File: config.mk
export PLATFORM = sky130hd
export DESIGN_NAME = mbc_control_sequencer
export DESIGN_NICKNAME = d
export VERILOG_FILES = /design/src/rtl/mbc_control_sequencer.sv
export SDC_FILE = /design/constraint.sdc
export NUM_CORES = 1
export LEC_CHECK = 0
export CORE_MARGIN = 2
export CORE_UTILIZATION = 39
export CTS_BUF_LIST = sky130_fd_sc_hd__clkbuf_16
export DETAILED_ROUTE_END_ITERATION = 6
export PLACE_DENSITY = 0.92
export SYNTH_ARGS = -nofsm -noshare
export SYNTH_HDL_FRONTEND = slang
export SYNTH_SLANG_ARGS = --single-unit
File: constraint.sdc
create_clock -name clk_i -period 3 [get_ports clk_i]
set_clock_uncertainty 0.15 [all_clocks]
set_input_delay 0.45 -clock clk_i [delete_from_list [all_inputs] [get_ports clk_i]]
set_output_delay 0.45 -clock clk_i [all_outputs]
set_load 0.05 [all_outputs]
File: src/rtl/mbc_control_sequencer.sv
// mbc_control_sequencer: fetch/decode/indirect/execute sequencer driving MBC register strobes
module mbc_control_sequencer #(
    parameter int SC_WIDTH    = 3,
    parameter int EXEC_CYCLES = 3
) (
    input  logic                clk_i,
    input  logic                rst_i,
    input  logic                start_i,
    input  logic [7:0]          ir_data_i,
    output logic [2:0]          bus_sel_o,
    output logic                mem_read_o,
    output logic                pc_increment_o,
    output logic                pc_write_enable_o,
    output logic                pc_clear_o,
    output logic                ar_write_enable_o,
    output logic                ir_write_enable_o,
    output logic [2:0]          opcode_o,
    output logic                exec_valid_o,
    output logic [SC_WIDTH-1:0] exec_step_o,
    output logic [SC_WIDTH-1:0] sc_o,
    output logic                halted_o
);
    typedef enum logic [1:0] {IDLE, FETCH, HALTED} state_t;
    localparam logic [SC_WIDTH-1:0] LAST = SC_WIDTH'(3 + EXEC_CYCLES);
    state_t                state_q, state_d;
    logic [SC_WIDTH-1:0]   sc_q, sc_d;
    logic [2:0]            opcode_q, opcode_d;
    logic                  ind_q, ind_d;
    logic                  t0, t1, t2, t3, ex;
    assign t0 = state_q == FETCH && sc_q == SC_WIDTH'(0);
    assign t1 = state_q == FETCH && sc_q == SC_WIDTH'(1);
    assign t2 = state_q == FETCH && sc_q == SC_WIDTH'(2);
    assign t3 = state_q == FETCH && sc_q == SC_WIDTH'(3) && ind_q;
    assign ex = state_q == FETCH && sc_q >= SC_WIDTH'(4);
    // state, sequence count and latched instruction fields
    always_ff @(posedge clk_i or posedge rst_i) begin
        if (rst_i) begin
            state_q  <= IDLE;
            sc_q     <= '0;
            opcode_q <= '0;
            ind_q    <= 1'b0;
        end else begin
            state_q  <= state_d;
            sc_q     <= sc_d;
            opcode_q <= opcode_d;
            ind_q    <= ind_d;
        end
    end
    // next state: SC advances in FETCH, cleared after the last execute cycle or on HALT
    always_comb begin
        state_d  = state_q;
        sc_d     = '0;
        opcode_d = t2 ? ir_data_i[6:4] : opcode_q;
        ind_d    = t2 ? ir_data_i[7] : ind_q;
        if (state_q == FETCH) begin
            sc_d = sc_q == LAST ? '0 : sc_q + SC_WIDTH'(1);
            if (t2 && ir_data_i[6:4] == 3'b111) begin
                state_d = HALTED;
                sc_d    = '0;
            end
        end else if (start_i) begin
            state_d = FETCH;
        end
    end
    // control strobes decoded from state and SC; only one bus load per cycle
    always_comb begin
        bus_sel_o         = t0 ? 3'd1 : t1 ? 3'd4 : t2 ? 3'd3 : t3 ? 3'd4 : 3'd0;
        mem_read_o        = t1 | t3;
        pc_increment_o    = t1;
        pc_write_enable_o = 1'b0;
        pc_clear_o        = state_q == IDLE && start_i && !rst_i;
        ar_write_enable_o = t0 | t2 | t3;
        ir_write_enable_o = t1;
        exec_valid_o      = ex;
        exec_step_o       = ex ? sc_q - SC_WIDTH'(4) : '0;
        halted_o          = state_q == HALTED;
        opcode_o          = opcode_q;
        sc_o              = sc_q;
    end
endmodule

# [After elaboration in Yosys (flattened, before gate mapping)]
# Cells that the tools add are included.
[word_totals] elab_cells=43 input_bits=11 n_memories=0 reg_bits=9 output_inout_bits=20 latch_bits=0 mem_bits_rw=0 rom_bits=0
[classes] add_sub_neg=2 n_shift=0 bitwise=3 mul=0 reduce_logical=14 mux=11 div_mod_pow=0 n_lt_le_gt_ge=1 n_eq_ne=8
[ops] op="3-bit two-way mux" count=8
[ops] op="1-bit logical AND" count=9
[ops] op="3-bit by 2-bit equality test with 1-bit output, second input constant" count=2
[ops] op="3-bit equality test, second input constant" count=2
[ops] op="2-bit two-way mux" count=3
[ops] op="3-bit by 1-bit adder with 3-bit output, second input constant" count=1
[ops] op="3-bit by 1-bit equality test with 1-bit output, second input constant" count=1
[ops] op="3-bit >= comparator, second input constant" count=1
[ops] op="3-bit logical NOT" count=1
[ops] op="1-bit bitwise OR" count=3
[ops] op="3-bit subtractor, second input constant" count=1
[ops] op="2-bit by 1-bit equality test with 1-bit output, second input constant" count=1
[ops] op="2-bit equality test, second input constant" count=1
[ops] op="2-bit logical NOT" count=1
[ops] op="2-bit by 1-bit inequality test with 1-bit output, second input constant" count=1
[ops] op="2-bit AND reduction" count=1
[ops] op="2-bit nonzero test" count=1
[ops] op="1-bit logical NOT" count=1

# [Longest topological paths before layout]
[depth] depth_word=7 ltp_mapped=5 depth_no_buf=4

# [Worst setup path after synthesis]
# No wires, ideal clock.
[synth_timing] path_kind="flip-flop to output port" from="reg sc_q[1] (netlist: sc_o[1])" to="out pc_increment_o" required_time_ps=2400 path_buffers=2 path_stages_with_launch=5 path_slack_ps=-36 arrival_time_ps=2436 path_cell_list="dfrtp_1 > buf_4 > nand2b_1 > nor3_1 > buf_4"
[synth_via] elab_chain_len=2
[synth_rtl] element="from (decl)" line_no="26" rtl="logic [SC_WIDTH-1:0] sc_q, sc_d;"
[synth_rtl] element="from (signal assigned)" line_no="39" rtl="sc_q <= '0;"
[synth_rtl] element="from (signal assigned)" line_no="44" rtl="sc_q <= sc_d;"
[synth_rtl] element="3-bit by 1-bit equality test with 1-bit output" line_no="31" rtl="assign t1 = state_q == FETCH && sc_q == SC_WIDTH'(1);"
[synth_rtl] element="1-bit logical AND" line_no="31"
[synth_rtl] element="to (decl)" line_no="12" rtl="output logic pc_increment_o,"
# Every way passes these cells.

# [Worst setup path after layout]
[layout_timing] from="reg sc_q[0] (netlist: sc_o[0])" to="out bus_sel_o[2]"
[layout_via] elab_chain_len=7 elab_cells_between_ends=13 cone_classes="eq/ne: 3; mux: 4; reduce/logical: 6"
[layout_rtl] element="3-bit by 2-bit equality test with 1-bit output" line_no="33" rtl="assign t3 = state_q == FETCH && sc_q == SC_WIDTH'(3) && ind_q;"
[layout_rtl] element="1-bit logical AND (2 in a row)" line_no="33"
[layout_rtl] element="3-bit two-way mux (3 in a row)" line_no="67" rtl="bus_sel_o = t0 ? 3'd1 : t1 ? 3'd4 : t2 ? 3'd3 : t3 ? 3'd4 : 3'd0;"
[layout_rtl] element="3-bit two-way mux (*)" line_no="67"
[layout_rtl] element="to (decl)" line_no="10" rtl="output logic [2:0] bus_sel_o,"
# Mark *: on every way between the ends. The rest lies on a longest branch, timed or not.

==> metrics <==
Final Util 65.38%; GR Overflow Total 0; layout cells sized above 1 17.95%; I/O pin cnt 31; Tot GR Track Use approximately 17%; Die Span X 41.27 um; HPWL Detailed 931.1 um; Post-Syn Area 541.8 um^2; CTS resizes 0; xor/xnor share of the synthesized area 0%; number of synthesized register bits 9; CTS H-tree depth 1; vias in the first global route 438; post-synthesis simple-gate area fraction 23.09%; Post-Route Setup TNS 0 ns; Worst EP arrival 2.20 ns; kind of end point of the critical path output pin; gpl congestion 0.7505; sequential area share after synthesis 41.57%; count of cell types in the netlist 26; CTS sink count 9; Initial DRC Count 10; Core Area 1301 um^2; setup repair after global routing missed its margin false; mux cell area share after synthesis 11.09%; Area Growth Syn to Fin 57.04%; Tmin final 2.800 ns; Via Count 505; total CTS buffers 3; clock latency on the worst-skew pair between 0.2 and 0.25 ns; first-pass GRT wire length 1.869 mm; Max Slew Vio Count 0; CTS Buffer Depth 2; ANT cells 0; Initial Utilization 41.63%; Tcrit/Tclk final 93.34%; area leader, netlist dfrtp_1; Synth Warn # 0; post-synth top area share roughly two fifths; largest net degree at the start of global routing 12; root buf cell clkbuf_16; Hold Violations, Final 0; worst slew pin tran 0.5119 ns; row count 13; fmax 0.3571 GHz; commonest non-fill, non-tap cells in the layout 23 x clkdlybuf4s50_1, 9 x dfrtp_1, 5 x nor2_1; post-route ant nets 0; worst-path maximum fanout 8; most common cell after layout, fill and taps aside clkdlybuf4s50_1; DR vias/cell about 5.4; Max-cap violations 0; Avg Synthesized Cell Area 10.03 um^2; clk slew on worst S/H paths 0.04 ns; Synth Area in Adders 2.309%; wire per inst 13.84 um; post-CTS setup buffer count 0; Min-Delay Path Class reg2reg; Req. time, crit path between 2 and 2.5 ns; DRC Markers 0; complex-gate fraction of the synthesized area 11.32%; Pre-Repair DR Iteration Count 4; Total Routed Length roughly 1.3 mm; die area 1703 um^2; hold buffers post-CTS 0; CTS tree done; critical path type reg2out; largest cells by area after synthesis dfrtp_1 42%, mux2_4 11%, buf_4 5.5%, nor3_1 3.7%, nor2_1 3.5%; outcome completed; antenna violations before repair 0; Final #Nets 91; Die Height 41.27 um; PortBufs 24; cells after synthesis 54; largest family of logic cells by synthesized area simple AND/OR/NAND/NOR gates; Setup-failing EPs final 0; Slew HR 65.76%; element type at the critical path start flip-flop
[routing by layer]
layer	GRT usage (%)	up-vias	routed length, um
met3	1.630	3	67
met4	9.677	0	19
li1	-	228	-
met2	32.81	31	708
met1	18.21	243	491
met5	0	-	0
[registers in the layout (all words and copies together) (netlist names)]
register  cells
state_q       2
ind_q         1
opcode_o      3
sc_o          3
[final cells by class]
cell class / instances / area [um^2]
Sequential cell: 9 / 225.2
Inverter: 5 / 18.77
Fill cell: 106 / 450.4
Tap cell: 15 / 18.77
Multi-Input combinational cell: 36 / 271.5
Clock buffer: 3 / 75.07
Clock inverter: 1 / 3.754
Timing Repair Buffer: 24 / 237.7
[final timing paths]
path | startpoint | endpoint | slack (ns) | cells after the start
min | opcode_o[1] | opcode_o[1] | 0.36 | 1
max in group asynchronous | rst_i | opcode_o[0] | 2.04 | 2
min reg2reg | opcode_o[1] | opcode_o[1] | 0.36 | 1
max reg2reg | sc_o[2] | ind_q | 1.54 | 3
min in group asynchronous | rst_i | state_q[1] | 0.40 | 2
max | sc_o[0] | bus_sel_o[2] | 0.20 | 5
[Yosys cell counts]
master and count:
ha_1 1, and2b_4 1, conb_1 1, a311oi_1 1, a21oi_1 3, buf_4 4, nand2_1 1, nor2_4 1
nor3_1 4, dfrtp_1 9, buf_2 1, nor2_1 5, a211oi_1 1, nor4b_1 1, o22ai_1 1, nand3_4 1
inv_2 2, a22oi_1 1, inv_1 3, a21o_1 1, nand2b_1 2, a22o_1 1, nand3_1 2, mux2_4 4
and2_1 1, and3_1 1
[worst max-delay path, stage by stage (launching register included)]
cell and delay [ns]:
dfrtp_1 0.50, and2_1 0.18, ha_1 0.19, a21oi_1 0.08, nor3_1 0.17, clkdlybuf4s50_1 0.85
[logic make-up after synthesis]
family | Yosys count
fa+ha+maj | 1
buf+inv | 10
simple gates | 20
mux | 4
other cells | 1
flops | 9
compound gates | 9
[through the flow]
step	hold WS, ns	std cells	area (um^2)	worst slack [ns]
after floorplan	0.1279	55	550.5	0.1542
after global placement	0.3439	89	772.0	0.5385
after detailed placement	0.3502	89	772.0	0.4184
after CTS	0.3547	93	850.8	0.1716
after global routing	0.3769	93	850.8	0.06293
final	0.3582	93	850.8	0.1997
Power is left out: the tool's default activity adds up to more than one toggle a clock period on the data nets, which glitch-free logic cannot reach.
